### src/rtl/fetch_pkg.sv
// Fetch sequencer shared types, widths and redirect target math.
// Imported by fetch_buf and fetch_sequencer.
package fetch_pkg;

  localparam int ADDR_W = 16;

  typedef enum logic [1:0] {
    IDLE     = 2'd0,
    RUN      = 2'd1,
    WAIT_RSP = 2'd2,
    DRAIN    = 2'd3
  } fetch_state_t;

  // Jump wins over branch; both are relative to the resolving PC + 2.
  function automatic logic [ADDR_W-1:0] fetch_target(
    input logic              jmp,
    input logic [ADDR_W-1:0] redir_pc,
    input logic [ADDR_W-1:0] br_off,
    input logic [ADDR_W-1:0] jmp_instr
  );
    logic [ADDR_W-1:0] seq;
    seq = redir_pc + ADDR_W'(2);
    if (jmp)
      return {seq[15:12], jmp_instr[10:0], 1'b0};
    return seq + br_off;
  endfunction

endpackage

### src/rtl/fetch_buf.sv
// Instruction buffer: small synchronous FIFO with flush.
// Push while full succeeds only when a pop happens in the same cycle.
module fetch_buf
  import fetch_pkg::*;
#(
  parameter int DEPTH = 2,
  parameter int W     = 32
) (
  input  logic         clock,
  input  logic         reset,
  input  logic         flush,
  input  logic         push,
  input  logic [W-1:0] wdata,
  input  logic         pop,
  output logic [W-1:0] rdata,
  output logic         empty,
  output logic         full
);

  localparam int PW = (DEPTH > 1) ? $clog2(DEPTH) : 1;
  localparam int CW = $clog2(DEPTH + 1);

  logic [W-1:0]  mem [DEPTH];
  logic [PW-1:0] rd_ptr;
  logic [PW-1:0] wr_ptr;
  logic [CW-1:0] count;
  logic          do_push;
  logic          do_pop;

  assign empty   = (count == '0);
  assign full    = (count == CW'(DEPTH));
  assign do_pop  = pop && !empty;
  assign do_push = push && (!full || do_pop);
  assign rdata   = mem[rd_ptr];

  function automatic logic [PW-1:0] nxt(
    input logic [PW-1:0] p
  );
    return (p == PW'(DEPTH - 1)) ? '0 : p + 1'b1;
  endfunction

  // Pointer and occupancy tracking; flush empties in one cycle.
  always_ff @(posedge clock) begin
    if (reset || flush) begin
      rd_ptr <= '0;
      wr_ptr <= '0;
      count  <= '0;
    end else begin
      if (do_push) wr_ptr <= nxt(wr_ptr);
      if (do_pop)  rd_ptr <= nxt(rd_ptr);
      if (do_push && !do_pop)
        count <= count + 1'b1;
      else if (do_pop && !do_push)
        count <= count - 1'b1;
    end
  end

  // Storage write; contents are don't-care until pushed.
  always_ff @(posedge clock) begin
    if (do_push) mem[wr_ptr] <= wdata;
  end

endmodule

### src/rtl/fetch_sequencer.sv
// Instruction fetch sequencer: one outstanding imem request, buffered.
// Optional perf counters under FETCH_PERF_CNT_EN.
module fetch_sequencer
  import fetch_pkg::*;
#(
  parameter logic [ADDR_W-1:0] RESET_PC  = 16'h0000,
  parameter int                BUF_DEPTH = 2
) (
  input  logic              clock,
  input  logic              reset,
  output logic              imem_req_valid,
  input  logic              imem_req_ready,
  output logic [ADDR_W-1:0] imem_req_addr,
  input  logic              imem_rsp_valid,
  input  logic [ADDR_W-1:0] imem_rsp_data,
  output logic              instr_valid,
  input  logic              instr_ready,
  output logic [ADDR_W-1:0] instr_data,
  output logic [ADDR_W-1:0] instr_pc,
  input  logic              br_taken,
  input  logic [ADDR_W-1:0] br_off,
  input  logic              jmp,
  input  logic [ADDR_W-1:0] jmp_instr,
  input  logic [ADDR_W-1:0] redir_pc
`ifdef FETCH_PERF_CNT_EN
  ,
  output logic [15:0]       stall_cnt,
  output logic [15:0]       redir_cnt
`endif
);

  fetch_state_t      state, state_d;
  logic [ADDR_W-1:0] fetch_pc, fetch_pc_d;
  logic [ADDR_W-1:0] lat_pc, lat_pc_d;
  logic [ADDR_W-1:0] target;
  logic              redir;
  logic              req_fire;
  logic              buf_push;
  logic              buf_pop;
  logic              buf_empty;
  logic              buf_full;
  logic [2*ADDR_W-1:0] buf_head;

  assign redir    = br_taken | jmp;
  assign target   = fetch_target(jmp, redir_pc, br_off, jmp_instr);
  assign req_fire = imem_req_valid & imem_req_ready;

  assign imem_req_valid = (state == RUN) && !buf_full;
  assign imem_req_addr  = imem_req_valid ? fetch_pc : '0;

  assign instr_valid = !buf_empty;
  assign instr_data  = instr_valid ? buf_head[2*ADDR_W-1:ADDR_W] : '0;
  assign instr_pc    = instr_valid ? buf_head[ADDR_W-1:0] : '0;

  // A redirect squashes both the incoming response and any pop.
  assign buf_push = (state == WAIT_RSP) && imem_rsp_valid && !redir;
  assign buf_pop  = instr_valid && instr_ready && !redir;

  fetch_buf #(
    .DEPTH (BUF_DEPTH),
    .W     (2 * ADDR_W)
  ) u_buf (
    .clock (clock),
    .reset (reset),
    .flush (redir),
    .push  (buf_push),
    .wdata ({imem_rsp_data, lat_pc}),
    .pop   (buf_pop),
    .rdata (buf_head),
    .empty (buf_empty),
    .full  (buf_full)
  );

  // State, fetch PC and issued-address registers.
  always_ff @(posedge clock) begin
    if (reset) begin
      state    <= IDLE;
      fetch_pc <= RESET_PC;
      lat_pc   <= '0;
    end else begin
      state    <= state_d;
      fetch_pc <= fetch_pc_d;
      lat_pc   <= lat_pc_d;
    end
  end

  // Next-state and fetch PC selection.
  always_comb begin
    state_d    = state;
    fetch_pc_d = fetch_pc;
    lat_pc_d   = lat_pc;
    unique case (state)
      IDLE: begin
        state_d = RUN;
      end
      RUN: begin
        if (redir) begin
          fetch_pc_d = target;
          if (req_fire) state_d = DRAIN;
        end else if (req_fire) begin
          fetch_pc_d = fetch_pc + ADDR_W'(2);
          lat_pc_d   = fetch_pc;
          state_d    = WAIT_RSP;
        end
      end
      WAIT_RSP: begin
        if (redir) begin
          fetch_pc_d = target;
          state_d    = imem_rsp_valid ? RUN : DRAIN;
        end else if (imem_rsp_valid) begin
          state_d = RUN;
        end
      end
      DRAIN: begin
        if (redir) fetch_pc_d = target;
        if (imem_rsp_valid) state_d = RUN;
      end
      default: state_d = IDLE;
    endcase
  end

`ifdef FETCH_PERF_CNT_EN
  logic stall;

  assign stall = ((state == RUN) && buf_full) ||
                 (state == WAIT_RSP) || (state == DRAIN);

  // Saturating stall and redirect counters.
  always_ff @(posedge clock) begin
    if (reset) begin
      stall_cnt <= '0;
      redir_cnt <= '0;
    end else begin
      if (stall && (stall_cnt != 16'hFFFF))
        stall_cnt <= stall_cnt + 1'b1;
      if (redir && (state != IDLE) && (redir_cnt != 16'hFFFF))
        redir_cnt <= redir_cnt + 1'b1;
    end
  end
`endif

endmodule

### config.mk
export PLATFORM = sky130hd
export DESIGN_NAME = fetch_sequencer
export DESIGN_NICKNAME = d
export VERILOG_FILES = /design/src/rtl/fetch_pkg.sv /design/src/rtl/fetch_buf.sv /design/src/rtl/fetch_sequencer.sv
export SDC_FILE = /design/constraint.sdc
export NUM_CORES = 1
export LEC_CHECK = 0
export ABC_AREA = 1
export CORE_MARGIN = 4
export CORE_UTILIZATION = 45
export DETAILED_ROUTE_END_ITERATION = 7
export PLACE_DENSITY = 0.83
export SLEW_MARGIN = 15
export SYNTH_ARGS = -nofsm -noshare
export SYNTH_HDL_FRONTEND = slang
export SYNTH_SLANG_ARGS = --single-unit
### constraint.sdc
create_clock -name clock -period 4.07 [get_ports clock]
set_input_delay 0.814 -clock clock [delete_from_list [all_inputs] [get_ports clock]]
set_output_delay 0.814 -clock clock [all_outputs]
set_load 0.01 [all_outputs]
; Word level (Yosys, flattened, before mapping)
; Memory sizes are Yosys's and may differ from the RTL's. A register that Yosys moved wholly into a read port is not among the register bits.
; Cells that the tools add are included.
[word_totals]
wordCells = 72
input_bits = 71
reg_bits = 38
output_inout_bits = 50
ramBits = 64
memories = 1
[classes]
n_eq_ne = 7
n_reduce_logical = 23
addsub = 7
muxes = 25
n_bitwise = 3
[mem_list]
columns = name, words, word_bits, rd, rd_ports_with_merged_regs, wr, line_no
row1 = u_buf.mem, 2, 32, 1, 1, 1, fetch_buf.sv:23  ; logic [W-1:0] mem [DEPTH];
[ops]
columns = cell, n
row1 = $mux W16, 8
row2 = $add A16 B2 Y16 const B, 2
row3 = $pmux W16 S2, 1
row4 = $add A16 B16 Y16, 1
row5 = $mux W2, 8
row6 = $logic_and A1 B1 Y1, 9
row7 = $pmux W2 S4, 1
row8 = $mux W1, 7
row9 = $eq A2 B2 Y1 const B, 3
row10 = $reduce_and A3 Y1, 2
row11 = $logic_not A1 Y1, 5
row12 = $logic_not A2 Y1, 2
row13 = $reduce_bool A2 Y1, 2
row14 = $ne A3 B3 Y1 const B, 1
row15 = $add A1 B1 Y1 const B, 2
row16 = $add A2 B1 Y2 const B, 1
row17 = $eq A2 B1 Y1 const B, 1
row18 = $logic_or A1 B1 Y1, 2
row19 = $ne A2 B1 Y1 const B, 1
row20 = $ne A2 B2 Y1 const B, 1
row21 = $reduce_or A2 Y1, 1
row22 = $sub A2 B1 Y2 const B, 1
row23 = $and A1 B1 Y1, 1
row24 = $not A1 Y1, 1
row25 = $or A1 B1 Y1, 1

; Depth between registers and ports, before layout
; Gate-level depths: netlist of the first run.
[depth]
ltp_word = 11
depth_mapped = 21
depth_no_buf = 21

; Hierarchy
; A second synthesis of the first run with hierarchy kept.
[unflattened]
cells_unflattened = 740
hier_area_um2 = 6155.9
[modules_own_cells]
columns = module, cells_each, area_per_inst_um2, seq_area_each_um2, n_inst
row1 = fetch_sequencer, 600, 3435.8, 680.7, 1
row2 = fetch_buf, 140, 2720.1, 2021.9, 1

; Least setup slack after synthesis of the first run
; Ideal clock, no wire load.
[synth_path]
path_type = input-to-reg
from = in br_taken
to = mem u_buf.mem[1][0], enable pin
path_buffers = 0
setup_ns = 0.423
path_slack_ns = 0.940
arrival_time_ns = 2.707
cell_stages = 5
cell_sequence = nor2_4 nand4_1 a21oi_1 inv_1 nor2_1
[synth_between]
elab_chain_cells = 8
elab_cells_between_ends = 9
cone_classes = mux: 2 / bitwise: 1 / reduce/logical: 6
[synth_lines]
columns = element, line_no
row1 = from (decl), fetch_sequencer.sv:20  ; input logic br_taken,
row2 = $or A1 B1 Y1 *, fetch_sequencer.sv:44  ; assign redir = br_taken | jmp;
row3 = $logic_not A1 Y1 *, "fetch_sequencer.sv:56, fetch_sequencer.sv:57"
row4 = $logic_and A1 B1 Y1, fetch_sequencer.sv:57  ; assign buf_pop = instr_valid && instr_ready && !redir;
row5 = $logic_and A1 B1 Y1, fetch_buf.sv:32  ; assign do_pop = pop && !empty;
row6 = $logic_or A1 B1 Y1, fetch_buf.sv:33  ; assign do_push = push && (!full || do_pop);
row7 = $logic_and A1 B1 Y1 *, fetch_buf.sv:33
row8 = via u_buf.do_push, fetch_buf.sv:27  ; logic do_push;
row9 = $mux W1 *, fetch_buf.sv:60  ; if (do_push) mem[wr_ptr] <= wdata;
row10 = $mux W1 (not written as such) *, fetch_buf.sv:60
row11 = to (decl), fetch_buf.sv:23
; The timed path passes the listed nets; every way through them passes the cells marked *.

; Worst setup path in the final report of the first run
[layout_path]
from = in redir_pc[3]
to = reg fetch_pc[15]
[layout_between]
elab_chain_cells = 5
elab_cells_between_ends = 7
cone_classes = add/sub: 2 / mux: 5
[layout_lines]
columns = element, line_no
row1 = from (decl), fetch_sequencer.sv:24  ; input logic [ADDR_W-1:0] redir_pc
row2 = $add A16 B2 Y16 *, fetch_pkg.sv:22  ; seq = redir_pc + ADDR_W'(2);
row3 = $add A16 B16 Y16 or $mux W16 (tied branches), "fetch_pkg.sv:25, fetch_pkg.sv:23"
row4 = $mux W16 *, fetch_pkg.sv:25  ; return seq + br_off;
row5 = $mux W16 (on tied branches), "fetch_sequencer.sv:107, fetch_sequencer.sv:115, fetch_sequencer.sv:97"
row6 = $pmux W16 S2 *, fetch_sequencer.sv:92  ; unique case (state)
row7 = to (signal assigned), fetch_sequencer.sv:82  ; fetch_pc <= fetch_pc_d;
row8 = to (decl), fetch_sequencer.sv:33  ; logic [ADDR_W-1:0] fetch_pc, fetch_pc_d;
; Mark *: on every way between the ends. The rest lies on a longest branch, timed or not. The select of a mux whose other input is x is not followed.
; A chain may end at the register's enable or synchronous reset.

==> impl_metrics.env, run 1 <==
export IMPL_status="finished, final reports clean"
export IMPL_syn_inst=713
export IMPL_holdWs_ns=0.454
export IMPL_synth_largest_area_cell="edfxtp_1"
export IMPL_synth_area_leaders="edfxtp_1 33%, dfxtp_1 14%, nand2_1 12%"
export IMPL_gp_congestion=0.897
export IMPL_clk_path_buf_depth=2
export IMPL_dp_cells=983
export IMPL_layout_min_cycle_time_ns=3.22
export IMPL_initial_core_util_pct=45.9
export IMPL_hpwlAfterDp_um=10600
export IMPL_grt_total_usage_pct=19.2
export IMPL_ys_flop_type="edfxtp_1"
export IMPL_clk_pin_slew_worst_paths_ns=0.07
export IMPL_hold_class="register to register"
export IMPL_final_max_slew_viol_count=0
export IMPL_grt_max_degree=33
export IMPL_rows=41
export IMPL_pin_count=121
export IMPL_final_setup_tns_ns=0
export IMPL_yosys_warnings=0
export IMPL_grt_pass1_wl_um=22700
export IMPL_die_area_um2=14700
export IMPL_yosysUniqueCellTypes=42
export IMPL_cts_tree="built"
export IMPL_crit_path_cell_trace="clkdlybuf4s50_1, nand3_2, inv_2, nand3_1, nor2_1, nand2_1, and2_1, ha_1, nand2_1, nor2_1, inv_1, nor2_1, nand2_1, nand2_1, inv_1, nand2_1, nand3_1, nand2_1, nand2_1, a21oi_2"
export IMPL_die_w_um=121
export IMPL_post_synth_top_count_cell="nand2_1"
export IMPL_max_slew_margin_pct=32.9
export IMPL_worst_pin_slew_ns=1.01
export IMPL_postSynthAreaPerCell_um2=8.10
export IMPL_postCtsResizedCells=0
export IMPL_die_h_um=121
export IMPL_synthTopCellsByCount="192 x nand2_1, 90 x a21oi_1, 73 x inv_1, 64 x edfxtp_1, 57 x nor2_1"
export IMPL_crit_fanout=4
export IMPL_gr_total_overflow=0
export IMPL_htreeDepth=3
export IMPL_cts_sinks=103
export IMPL_p_per_area_nw_per_um2=326
export IMPL_grt_busiest_layer="met2"
export IMPL_max_freq_ghz=0.311
export IMPL_use_met3_pct=2.94
export IMPL_post_cts_buffers=0
export IMPL_vias_per_cell=5.08
export IMPL_syn_nets=807
export IMPL_cp_arrival_ns=3.49
export IMPL_critPathKind="primary input to register"
export IMPL_ys_seq_elements=103
export IMPL_hold_viol_final=0
export IMPL_cp_end_kind="register"
export IMPL_drt_iter0_drc=365
export IMPL_synthToLayoutAreaGrowth_pct=27.7
export IMPL_netlist_area_um2=5770
export IMPL_cts_made_buffers=9
export IMPL_io_buffers=115
export IMPL_via_count=5078
export IMPL_nets=916
export IMPL_skew_ns=0.00709
export IMPL_hold_buffers=0
export IMPL_synth_enable_flop_cells=64
export IMPL_min_period_over_period_pct=79.1
export IMPL_final_cells=999
export IMPL_synth_top_cell_area_share_pct=33.3
export IMPL_cp_slowest_cell="clkdlybuf4s50_1"
export IMPL_cp_common_cell="nand2_1"
export IMPL_antenna_left=0
export IMPL_wl_um=13900
export IMPL_core_um2=12600
export IMPL_ir_drop_mv=0.226
export IMPL_root_buffer="clkbuf_16"
export IMPL_grt_util_met2_pct=34.2
export IMPL_post_route_drc_count=0
export IMPL_startpoint_type="primary input"
export IMPL_clk_latency_ns=0.34
export IMPL_async_flop_share_pct=0
export IMPL_drv_cap=0
export IMPL_avgRoutedWirePerCell_um=14.0
export IMPL_grt_pass1_vias=4904
export IMPL_dpl_cell_area_um2=7080
export IMPL_design_area_um2=7370
export IMPL_n_antenna_cell=0
export IMPL_cp_required_ns=4.34
export IMPL_drive_above_1_share_pct=7.01
export IMPL_setup_viol=0
export IMPL_met1_usage_pct=24.0
export IMPL_synth_seq_area_share_pct=46.8
export IMPL_leakage_uw=0.00294
export IMPL_antenna_found_initial=0
export IMPL_dr_pass1_iters=5
export IMPL_worst_path_largest_cell_delay_ns=0.57
export IMPL_rsz0062_at_grt="false"
[metal layers]
layer	share of wire, %	routed length (um)	vias to the layer above
met1	42	5920	2328
met2	50	7010	138
met5	0	0	-
met4	1.5	212	0
met3	5.7	795	16
li1	-	-	2596
[layout by cell type (no fill, tap or decap), types with 6 or more instances in the layout]
cell type        instances
nand2_1                192
edfxtp_1                64
xor2_1                  12
buf_4                    6
nor2_1                  54
clkbuf_16                9
dfxtp_1                 39
nand3_1                 34
inv_2                    6
a21oi_1                 90
ha_1                    22
o21ai_0                 33
nor2_4                   6
inv_1                   73
clkdlybuf4s50_1        115
o21ai_1                  8
[report_power, final]
group	switching [uW]	internal (uW)
Sequential	25.5	1130
Clock	405	434
Combinational	233	178
[cell families (layout without fill, tap and decap cells)]
group,after synthesis,after routing,share of synthesized area [%]
and+or+nand+nor,319,319,24.5
adders and majority gates,23,23,5.11
xor gates and xnor gates,15,15,2.28
AOI/OAI and AO/OA,150,150,14.0
DFF,103,103,46.8
buffers and inverters,103,217,7.35
[critical path: cells and delay by family]
| kind | cells | cell delay (ns) |
|---|---|---|
| AOI/OAI and AO/OA | 1 | 0.10 |
| adders and majority gates | 1 | 0.34 |
| buffers and inverters | 4 | 0.74 |
| and+or+nand+nor | 14 | 1.48 |
[stage by stage]
stage	util [%]	setup slack (ns)	power [uW]
after floorplan	-	0.940	1430
after global placement	56.3	0.539	1580
after detailed placement	56.3	0.520	1590
after CTS	58.7	0.863	2410
after global routing	58.7	0.577	2520
final	58.7	0.851	2400
[layout make-up]
cell class / instances / area (um^2)
clock buffer: 9 / 225
clock inverter: 7 / 73.8
fill: 1095 / 5190
inverter: 80 / 303
multi-input combinational: 507 / 2660
sequential: 103 / 2700
tap: 172 / 215
timing repair buffer: 121 / 1200
[registers in the layout, indices dropped and copies added (netlist names), named ones only]
| name | cells |
|---|---|
| u_buf.rd_ptr | 1 |
| fetch_pc | 16 |
| u_buf.count | 2 |
| lat_pc | 16 |
| u_buf.mem | 64 |
| u_buf.wr_ptr | 1 |
| state | 2 |
[final timing paths]
kind | slack, ns | end | start | cells past startpoint
hold / removal | 0.45 | u_buf.mem[1][11] | lat_pc[11] | 0
setup / recovery | 0.85 | fetch_pc[15] | redir_pc[3] | 20
setup reg to reg | 2.02 | u_buf.count[1] | u_buf.count[0] | 8
hold reg to reg | 0.45 | u_buf.mem[1][11] | lat_pc[11] | 0
No activity file was read; power rests on OpenSTA's default activity.
==> run 2, diff against run 1 <==
==> constraint.sdc (replaced) <==
create_clock -name clock -period 2.97 [get_ports clock]
set_input_delay 0.594 -clock clock [delete_from_list [all_inputs] [get_ports clock]]
set_output_delay 0.594 -clock clock [all_outputs]
set_load 0.01 [all_outputs]
==> run 2 against run 1 <==
Effect of this change:
- die area unchanged
- clock skew up 0.0020 ns
- non-clock buffer count up 45
- flip-flop and latch count unchanged
- total power up 41%
- wire length up 3.5%
- global-route usage up 0.22 points
- core utilization up 3.4 points
- via count up 3.2%
- highest routed layer unchanged
==> impl_metrics.env, run 2 (synthesis results as in run 1) <==
export IMPL_critPathKind="register to output pin"
export IMPL_clk_latency_ns=0.34
export IMPL_cp_slowest_cell="clkdlybuf4s50_1"
export IMPL_clk_pin_slew_worst_paths_ns=0.07
export IMPL_hold_class="register to register"
export IMPL_cts_sinks=103
export IMPL_grt_total_usage_pct=19.4
export IMPL_cts_tree="built"
export IMPL_multi_input_area_um2=2710
export IMPL_final_cell_mix="192 x nand2_1, 112 x clkdlybuf4s50_1, 88 x a21oi_1, 72 x inv_1, 64 x edfxtp_1"
export IMPL_antenna_left=0
export IMPL_worst_path_largest_cell_delay_ns=0.57
export IMPL_min_path_cells=0
export IMPL_avgRoutedWirePerCell_um=13.8
export IMPL_p_per_area_nw_per_um2=434
export IMPL_top_register="u_buf.mem"
export IMPL_worst_pin_slew_ns=0.609
export IMPL_final_common_cell="nand2_1"
export IMPL_initial_core_util_pct=45.9
export IMPL_htreeDepth=3
export IMPL_hold_buffers=0
export IMPL_r2r_setup_slack_ns=1.13
export IMPL_rows=41
export IMPL_skew_ns=0.00906
export IMPL_rr_startpoint="state[1]"
export IMPL_leakage_uw=0.00319
export IMPL_status="finished, final reports clean"
export IMPL_ir_drop_mv=0.376
export IMPL_drive_above_1_share_pct=12.8
export IMPL_layout_min_cycle_time_ns=2.74
export IMPL_largest_reg_flops=64
export IMPL_die_w_um=121
export IMPL_hp_start="lat_pc[12]"
export IMPL_io_buffers=115
export IMPL_vias_per_cell=5.02
export IMPL_final_max_slew_viol_count=0
export IMPL_grt_max_degree=33
export IMPL_core_um2=12600
export IMPL_setup_viol=0
export IMPL_drt_iter0_drc=400
export IMPL_startpoint_type="register"
export IMPL_min_period_over_period_pct=92.3
export IMPL_whs_endpoint="u_buf.mem[1][12]"
export IMPL_cts_made_buffers=9
export IMPL_dr_pass1_iters=5
export IMPL_via_count=5238
export IMPL_cp_arrival_ns=2.15
export IMPL_antenna_found_initial=0
export IMPL_crit_path_cell_trace="nor3_4, inv_1, nor2_1, clkdlybuf4s50_1"
export IMPL_hold_viol_final=0
export IMPL_post_route_drc_count=0
export IMPL_nets=961
export IMPL_rr_worst_depth=5
export IMPL_grt_pass1_vias=5036
export IMPL_max_freq_ghz=0.365
export IMPL_drv_cap=0
export IMPL_clk_path_buf_depth=2
export IMPL_max_slew_margin_pct=59.0
export IMPL_grt_pass1_wl_um=23100
export IMPL_die_h_um=121
export IMPL_n_antenna_cell=0
export IMPL_reg2reg_to="lat_pc[15]"
export IMPL_nFillCells=1037
export IMPL_top_regs="u_buf.mem x64, fetch_pc x16, lat_pc x16"
export IMPL_regArea_um2=2700
export IMPL_root_buffer="clkbuf_16"
export IMPL_crit_fanout=16
export IMPL_hpwlAfterDp_um=10700
export IMPL_wl_um=14400
export IMPL_p_total_uw=3390
export IMPL_cp_end_kind="output pin"
export IMPL_cp_required_ns=2.38
export IMPL_synthToLayoutAreaGrowth_pct=35.2
export IMPL_die_area_um2=14700
export IMPL_pin_count=121
export IMPL_gp_congestion=0.889
export IMPL_fin_util_pct=62.1
export IMPL_gr_total_overflow=0
## run 2: per-stage QoR
step / std cells / worst slack, ns / hold WS (ns) / setup TNS (ns) / area, um^2
6_report: 1044 / 0.229 / 0.452 / 0 / 7810
5_1_grt: 1044 / -0.00339 / 0.461 / -0.00339 / 7810
4_1_cts: 1043 / 0.148 / 0.452 / 0 / 7740
3_5_place_dp: 1027 / -0.197 / 0.434 / -1.14 / 7430
3_3_place_gp: 1027 / -0.198 / 0.426 / -0.881 / 7430
2_1_floorplan: 713 / 0.0605 / 0.420 / 0 / 5770
## run 2: worst max-delay path: cells and delay by family, from the launching register on
kind,cells,cell delay [ns]
flip-flops,1,0.42
buffers and inverters,2,0.85
AND/OR/NAND/NOR,2,0.54
## run 2: area by class of cell
type | instances | area share [%]
clock buffers | 9 | 2.88
well taps | 172 | 2.76
clock inverters | 7 | 1.04
flip-flops and latches | 103 | 34.6
multi-input cells | 507 | 34.8
repair buffers | 166 | 20.1
inverters | 80 | 3.88
## run 2: power breakdown
part | switching (uW) | total (uW) | internal [uW] | leakage [uW]
combinational | 337 | 637 | 300 | 0.00212
sequential | 36.2 | 1580 | 1550 | 0.000927
clock | 565 | 1170 | 603 | 0.000150
## run 2: worst max path at each step
stage,start,endpoint,cells after the start
floorplan,br_taken,u_buf.mem[1][0],5
global placement,redir_pc[1],fetch_pc[12],15
detailed placement,redir_pc[1],fetch_pc[12],15
CTS,redir_pc[1],fetch_pc[12],15
global route,redir_pc[3],fetch_pc[14],18
finish,state[1],imem_req_addr[15],4
## run 2: per-layer routing
layer  up-vias  part of all wire, %  wire length [um]  GRT usage [%]
met4         0                 0.71               102           4.76
li1       2684                    -                 -              -
met3         9                  5.7               823           3.31
met2       142                   51              7320           35.3
met1      2403                   43              6170           23.9
met5         -                    0                 0              0
## run 2: what timing repair did
| item | in CTS | in global routing |
|---|---|---|
| setup buffers | 0 | 1 |
| gates resized for setup | 0 | 12 |
| setup endpoints to repair | 0 | 7 |
==> run 3, diff against run 2 <==
--- a/config.mk
+++ b/config.mk
@@ -10,7 +10,6 @@
 export CORE_UTILIZATION = 45
 export DETAILED_ROUTE_END_ITERATION = 7
 export PLACE_DENSITY = 0.83
-export SLEW_MARGIN = 15
 export SYNTH_ARGS = -nofsm -noshare
 export SYNTH_HDL_FRONTEND = slang
 export SYNTH_SLANG_ARGS = --single-unit
==> results of run 3 <==
No change in the layout: final DEF, timing and power equal those of run 2.
